<file path="src/rtl/mem_arb_if.sv">
// Bundle of client request/response and RAM-port signals for the two-client RAM arbiter.
// The slave modport is the arbiter's view; the master modport is the clients' and RAM's view.
interface mem_arb_if #(
  parameter int ADDR_WIDTH = 3,
  parameter int DATA_WIDTH = 8
);
  logic                  req0;
  logic                  req1;
  logic                  we0;
  logic                  we1;
  logic [ADDR_WIDTH-1:0] addr0;
  logic [ADDR_WIDTH-1:0] addr1;
  logic [DATA_WIDTH-1:0] wdata0;
  logic [DATA_WIDTH-1:0] wdata1;
  logic                  gnt0;
  logic                  gnt1;
  logic                  rvalid0;
  logic                  rvalid1;
  logic [DATA_WIDTH-1:0] rdata0;
  logic [DATA_WIDTH-1:0] rdata1;
  logic                  clr_req;
  logic                  clr_done;
  logic                  busy;
  logic                  mem_rst;
  logic                  mem_we;
  logic [ADDR_WIDTH-1:0] mem_addr;
  logic [DATA_WIDTH-1:0] mem_wrdata;
  logic [DATA_WIDTH-1:0] mem_rddata;

  modport slave (
    input  req0, req1, we0, we1, addr0, addr1, wdata0, wdata1, clr_req, mem_rddata,
    output gnt0, gnt1, rvalid0, rvalid1, rdata0, rdata1, clr_done, busy,
           mem_rst, mem_we, mem_addr, mem_wrdata
  );

  modport master (
    output req0, req1, we0, we1, addr0, addr1, wdata0, wdata1, clr_req, mem_rddata,
    input  gnt0, gnt1, rvalid0, rvalid1, rdata0, rdata1, clr_done, busy,
           mem_rst, mem_we, mem_addr, mem_wrdata
  );
endinterface

</file>
<file path="src/rtl/mem_arb_ctrl.sv">
// Round-robin arbiter/sequencer putting two clients and a bulk-clear request onto one
// single-port synchronous RAM with registered read.
module mem_arb_ctrl #(
  parameter int ADDR_WIDTH = 3,
  parameter int DATA_WIDTH = 8
) (
  input  logic     clk,
  input  logic     rst,
  mem_arb_if.slave bus
);

  typedef enum logic [1:0] {
    IDLE   = 2'd0,
    ACCESS = 2'd1,
    RDWAIT = 2'd2,
    CLEAR  = 2'd3
  } state_t;

  state_t                state_q, state_d;
  logic                  last_q, last_d;
  logic                  win_q, win_d;
  logic                  rd_q, rd_d;
  logic                  pend_q, pend_d;
  logic                  gnt0_q, gnt0_d;
  logic                  gnt1_q, gnt1_d;
  logic                  rvalid0_q, rvalid0_d;
  logic                  rvalid1_q, rvalid1_d;
  logic                  clr_done_q, clr_done_d;
  logic                  busy_q, busy_d;
  logic                  mem_rst_q, mem_rst_d;
  logic                  mem_we_q, mem_we_d;
  logic [ADDR_WIDTH-1:0] mem_addr_q, mem_addr_d;
  logic [DATA_WIDTH-1:0] mem_wrdata_q, mem_wrdata_d;

  logic                  sel;
  logic                  sel_we;
  logic [ADDR_WIDTH-1:0] sel_addr;
  logic [DATA_WIDTH-1:0] sel_wdata;

  always_comb begin
    // A tie goes to the client that did not win last; otherwise the lone requester wins.
    sel       = (bus.req0 && bus.req1) ? ~last_q : bus.req1;
    sel_we    = sel ? bus.we1 : bus.we0;
    sel_addr  = sel ? bus.addr1 : bus.addr0;
    sel_wdata = sel ? bus.wdata1 : bus.wdata0;

    state_d      = state_q;
    last_d       = last_q;
    win_d        = win_q;
    rd_d         = rd_q;
    pend_d       = pend_q | bus.clr_req;
    gnt0_d       = 1'b0;
    gnt1_d       = 1'b0;
    rvalid0_d    = 1'b0;
    rvalid1_d    = 1'b0;
    clr_done_d   = 1'b0;
    mem_rst_d    = 1'b0;
    mem_we_d     = 1'b0;
    mem_addr_d   = mem_addr_q;
    mem_wrdata_d = mem_wrdata_q;

    unique case (state_q)
      IDLE: begin
        if (pend_q || bus.clr_req) begin
          state_d    = CLEAR;
          pend_d     = 1'b0;
          mem_rst_d  = 1'b1;
          clr_done_d = 1'b1;
        end else if (bus.req0 || bus.req1) begin
          state_d      = ACCESS;
          win_d        = sel;
          last_d       = sel;
          rd_d         = ~sel_we;
          gnt0_d       = ~sel;
          gnt1_d       = sel;
          mem_we_d     = sel_we;
          mem_addr_d   = sel_addr;
          mem_wrdata_d = sel_wdata;
        end
      end
      ACCESS: begin
        if (rd_q) begin
          state_d   = RDWAIT;
          rvalid0_d = ~win_q;
          rvalid1_d = win_q;
        end else begin
          state_d = IDLE;
        end
      end
      RDWAIT:  state_d = IDLE;
      CLEAR:   state_d = IDLE;
      default: state_d = IDLE;
    endcase

    busy_d = (state_d != IDLE);
  end

  always_ff @(posedge clk) begin
    if (rst) begin
      state_q      <= IDLE;
      last_q       <= 1'b1;
      win_q        <= 1'b0;
      rd_q         <= 1'b0;
      pend_q       <= 1'b0;
      gnt0_q       <= 1'b0;
      gnt1_q       <= 1'b0;
      rvalid0_q    <= 1'b0;
      rvalid1_q    <= 1'b0;
      clr_done_q   <= 1'b0;
      busy_q       <= 1'b0;
      mem_rst_q    <= 1'b0;
      mem_we_q     <= 1'b0;
      mem_addr_q   <= '0;
      mem_wrdata_q <= '0;
    end else begin
      state_q      <= state_d;
      last_q       <= last_d;
      win_q        <= win_d;
      rd_q         <= rd_d;
      pend_q       <= pend_d;
      gnt0_q       <= gnt0_d;
      gnt1_q       <= gnt1_d;
      rvalid0_q    <= rvalid0_d;
      rvalid1_q    <= rvalid1_d;
      clr_done_q   <= clr_done_d;
      busy_q       <= busy_d;
      mem_rst_q    <= mem_rst_d;
      mem_we_q     <= mem_we_d;
      mem_addr_q   <= mem_addr_d;
      mem_wrdata_q <= mem_wrdata_d;
    end
  end

  assign bus.gnt0       = gnt0_q;
  assign bus.gnt1       = gnt1_q;
  assign bus.rvalid0    = rvalid0_q;
  assign bus.rvalid1    = rvalid1_q;
  assign bus.clr_done   = clr_done_q;
  assign bus.busy       = busy_q;
  assign bus.mem_rst    = mem_rst_q;
  assign bus.mem_we     = mem_we_q;
  assign bus.mem_addr   = mem_addr_q;
  assign bus.mem_wrdata = mem_wrdata_q;
  // Read data comes straight from the RAM's output register; qualified by rvalid.
  assign bus.rdata0     = bus.mem_rddata;
  assign bus.rdata1     = bus.mem_rddata;

endmodule

</file>
<file path="src/flat_wrapper.sv">
// flat-port wrapper written by rule: the top's interface ports become plain ports
module mem_arb_ctrl_flat 
#(
  parameter int ADDR_WIDTH = 3,
  parameter int DATA_WIDTH = 8
)
  (clk, rst, bus_req0, bus_req1, bus_we0, bus_we1, bus_addr0, bus_addr1, bus_wdata0, bus_wdata1, bus_clr_req, bus_mem_rddata, bus_gnt0, bus_gnt1, bus_rvalid0, bus_rvalid1, bus_rdata0, bus_rdata1, bus_clr_done, bus_busy, bus_mem_rst, bus_mem_we, bus_mem_addr, bus_mem_wrdata);
  mem_arb_if #(.ADDR_WIDTH(ADDR_WIDTH), .DATA_WIDTH(DATA_WIDTH)) bus_i ();
  input  logic clk;
  input  logic rst;
  input wire logic [$bits(bus_i.req0)-1:0] bus_req0;
  input wire logic [$bits(bus_i.req1)-1:0] bus_req1;
  input wire logic [$bits(bus_i.we0)-1:0] bus_we0;
  input wire logic [$bits(bus_i.we1)-1:0] bus_we1;
  input wire logic [$bits(bus_i.addr0)-1:0] bus_addr0;
  input wire logic [$bits(bus_i.addr1)-1:0] bus_addr1;
  input wire logic [$bits(bus_i.wdata0)-1:0] bus_wdata0;
  input wire logic [$bits(bus_i.wdata1)-1:0] bus_wdata1;
  input wire logic [$bits(bus_i.clr_req)-1:0] bus_clr_req;
  input wire logic [$bits(bus_i.mem_rddata)-1:0] bus_mem_rddata;
  output wire logic [$bits(bus_i.gnt0)-1:0] bus_gnt0;
  output wire logic [$bits(bus_i.gnt1)-1:0] bus_gnt1;
  output wire logic [$bits(bus_i.rvalid0)-1:0] bus_rvalid0;
  output wire logic [$bits(bus_i.rvalid1)-1:0] bus_rvalid1;
  output wire logic [$bits(bus_i.rdata0)-1:0] bus_rdata0;
  output wire logic [$bits(bus_i.rdata1)-1:0] bus_rdata1;
  output wire logic [$bits(bus_i.clr_done)-1:0] bus_clr_done;
  output wire logic [$bits(bus_i.busy)-1:0] bus_busy;
  output wire logic [$bits(bus_i.mem_rst)-1:0] bus_mem_rst;
  output wire logic [$bits(bus_i.mem_we)-1:0] bus_mem_we;
  output wire logic [$bits(bus_i.mem_addr)-1:0] bus_mem_addr;
  output wire logic [$bits(bus_i.mem_wrdata)-1:0] bus_mem_wrdata;
  assign bus_i.req0 = bus_req0;
  assign bus_i.req1 = bus_req1;
  assign bus_i.we0 = bus_we0;
  assign bus_i.we1 = bus_we1;
  assign bus_i.addr0 = bus_addr0;
  assign bus_i.addr1 = bus_addr1;
  assign bus_i.wdata0 = bus_wdata0;
  assign bus_i.wdata1 = bus_wdata1;
  assign bus_i.clr_req = bus_clr_req;
  assign bus_i.mem_rddata = bus_mem_rddata;
  assign bus_gnt0 = bus_i.gnt0;
  assign bus_gnt1 = bus_i.gnt1;
  assign bus_rvalid0 = bus_i.rvalid0;
  assign bus_rvalid1 = bus_i.rvalid1;
  assign bus_rdata0 = bus_i.rdata0;
  assign bus_rdata1 = bus_i.rdata1;
  assign bus_clr_done = bus_i.clr_done;
  assign bus_busy = bus_i.busy;
  assign bus_mem_rst = bus_i.mem_rst;
  assign bus_mem_we = bus_i.mem_we;
  assign bus_mem_addr = bus_i.mem_addr;
  assign bus_mem_wrdata = bus_i.mem_wrdata;
  mem_arb_ctrl #(.ADDR_WIDTH(ADDR_WIDTH), .DATA_WIDTH(DATA_WIDTH)) u_core (.clk(clk), .rst(rst), .bus(bus_i));
endmodule
</file>
<file path="config.mk">
export PLATFORM = sky130hd
export DESIGN_NAME = mem_arb_ctrl_flat
export DESIGN_NICKNAME = d
export VERILOG_FILES = /design/src/rtl/mem_arb_if.sv /design/src/rtl/mem_arb_ctrl.sv /design/src/flat_wrapper.sv
export SDC_FILE = /design/constraint.sdc
export NUM_CORES = 1
export LEC_CHECK = 0
export ABC_AREA = 1
export CORE_MARGIN = 2
export CORE_UTILIZATION = 38
export DETAILED_ROUTE_END_ITERATION = 7
export PLACE_DENSITY_LB_ADDON = 0.3
export SYNTH_ARGS = -nofsm -noshare
export SYNTH_HDL_FRONTEND = slang
export SYNTH_SLANG_ARGS = --single-unit
</file>
<file path="constraint.sdc">
create_clock -name clk -period 1.4 [get_ports clk]
set_input_delay 0.21 -clock clk [delete_from_list [all_inputs] [get_ports clk]]
set_output_delay 0.21 -clock clk [all_outputs]
set_load 0.005 [all_outputs]
</file>
==> results_dict.tcl <==
set metrics [dict create \
    synth_area_leaders "dfxtp_1 38%, nor2_1 13%, buf_4 11%, nand3_1 10%, nand2_1 9.8%" \
    drt-wirelength-per-cell_um 9.75 \
    max_freq_mhz 745 \
    cts_max_level 1 \
    drive_gt1_frac 0.158 \
    drt-vias-per-instance 4.22 \
    outcome "finished clean" \
    ios 72 \
    grt_max_degree 15 \
    r2r_start "u_core.state_q[1]$_SDFF_PP0_" \
    dp.cells 273 \
    cts_root_buffer "clkbuf_4" \
    cts_tree "built" \
    hold_buffers 0 \
    grt_pass1_vias 992 \
    final_cell_mix "45 x nor2_1, 33 x nand2_1, 32 x clkdlybuf4s50_1" \
    place.gp.congestion 0.786 \
    cp_num_buf_inv 1 \
    yosysWarnings 0 \
    drtIter0Drc 38 \
    post-route-util 0.590 \
    ys_seq_elements 24 \
    min_from "bus_mem_rddata[4]" \
    wl_um 2710 \
    synth_area_um2 1260 \
    cp-end-kind "output pin" \
    hold_class "primary input to output pin" \
    io_buffers 47 \
    synth_nets 230 \
    grt_pass1_wl_um 4190 \
    avgSynthCellArea_um2 6.55 \
    report.final.slew_viol_count 0 \
    maxCapViolCount 0 \
    gr-usage-all-layers 0.148 \
    start_util 0.407 \
    final_common_cell "nor2_1" \
    synthToLayoutAreaGrowth_pct 44.8 \
    critPathLaunchType "flip-flop" \
    finalNetCount 272 \
    hold_slack_ns 0.420 \
    r2r-end "u_core.bus.mem_addr[2]$_SDFFE_PP0P_" \
    antenna_cells 0 \
    grt.overflow.total 0 \
    finalNonFillerCells 278 \
    grt_antenna_before_repair 0 \
    tightest_slew_ns 0.260 \
    skew_ns 0.00741 \
    cp_top_family "buffers and inverters" \
    yosys.area.top_type "dfxtp_1" \
    path_class "flip-flop to output pin" \
    clk_pin_slew_ns 0.13 \
    fp.coreArea_um2 3100 \
    route.detailed.drc 0 \
    numCtsBuffers 3 \
    cts.sinks 24 \
    hold_viol 0 \
    dieArea_um2 3800 \
    ant_nets 0 \
    crit_path_max_fanout 2 \
    worstPathRequired_ns 1.19 \
    slew_headroom 0.827 \
    postSynthCellCount 193 \
    synth_top_area_share 0.380 \
    reg2reg_depth 5 \
    vdd_drop_max_uv 361 \
    hpwl_um 2010 \
    crit_arrival_ns 1.13 \
    clockBufferDepth 2 \
    clk_latency_ns 0.31 \
    period_minus_slack_ns 1.34 \
    dr_total_vias 1174 \
    power_mw 1.76 \
    seq_area_frac_synth 0.380 \
    drtPass1Iterations 4 \
    timing.final.crit_share 0.959 \
    p_leak_nw 1.10 \
    holdPathStages 0 \
    max_stage_delay_ns 0.48 \
    p_per_area_nw_per_um2 963 \
    reg2reg_slack_ns 0.32 \
    setup_viol 0 \
    row_count 20 \
    largest_reg_flops 8 \
    path_cells "clkdlybuf4s50_1" \
    chipWidth_um 61.7 \
    die_height_um 61.7 \
    hold-path-endpoint "bus_rdata0[4]" \
    ys_types 15 \
    critPathSlowestCell "clkdlybuf4s50_1" \
]
[metal layers]
layer  up-vias  GRT usage  share of wire
li1        641          -              -
met1       491      0.202           0.48
met2        40      0.232           0.45
met3         2     0.0231          0.059
met4         0     0.0669          0.012
met5         -          0              0
[what timing repair did]
action / CTS / global route
gates resized for setup: 2 / 26
setup buffers: 0 / 1
setup endpoints to repair: 2 / 17
pin swaps: 0 / 0
[how the worst max path moves through the flow]
| stage | start | endpoint | slack (ns) | cells past startpoint |
|---|---|---|---|---|
| floorplan | u_core.pend_q$_SDFF_PP0_ | u_core.bus.mem_addr[1]$_SDFFE_PP0P_ | 0.40 | 5 |
| global placement | bus_req1 | u_core.bus.mem_wrdata[5]$_SDFFE_PP0P_ | -0.02 | 7 |
| detailed placement | bus_req1 | u_core.bus.mem_wrdata[5]$_SDFFE_PP0P_ | -0.04 | 7 |
| CTS | u_core.bus.mem_wrdata[4]$_SDFFE_PP0P_ | bus_mem_wrdata[4] | 0.001 | 1 |
| global route | u_core.bus.clr_done$_SDFF_PP0_ | bus_mem_rst | -0.01 | 1 |
| finish | u_core.bus.clr_done$_SDFF_PP0_ | bus_mem_rst | 0.06 | 1 |
[metrics by stage]
stage | setup WS (ns) | cell area, µm² | TNS, ns
2_1_floorplan | 0.405 | 1260 | 0
3_3_place_gp | -0.0170 | 1720 | -0.0625
3_5_place_dp | -0.0362 | 1720 | -0.264
4_1_cts | 0.00137 | 1770 | 0
5_1_grt | -0.00953 | 1830 | -0.0132
6_report | 0.0576 | 1830 | 0
[area by class of cell]
cell class,count,area (µm²)
Clock inverter,1,30.0
Timing Repair Buffer,61,613
Tap cell,44,55.1
Multi-Input combinational cell,113,492
Sequential cell,24,497
Clock buffer,3,22.5
Fill cell,319,1270
Inverter,32,120
[cells in the mapped netlist]
library cell,number
nor2_4,1
buf_6,1
nor3_1,2
dfxtp_1,24
nand3_1,26
nor2_1,45
nand3b_1,1
buf_2,5
nor2_2,2
buf_4,18
nand3_4,1
o21ai_0,2
nand2_1,33
inv_2,2
inv_1,30
[power by group]
part | internal (mW) | switching, mW
logic | 0.262 | 0.218
registers | 0.754 | 0.0284
clock network | 0.289 | 0.210
total | 1.31 | 0.456
[cell families after synthesis]
| family | share of synthesized area |
|---|---|
| AO/OA/AOI/OAI | 0.00792 |
| buffers and inverters | 0.231 |
| AND/OR/NAND/NOR | 0.381 |
| flip-flops | 0.380 |
(Power assumes the default switching activity.)
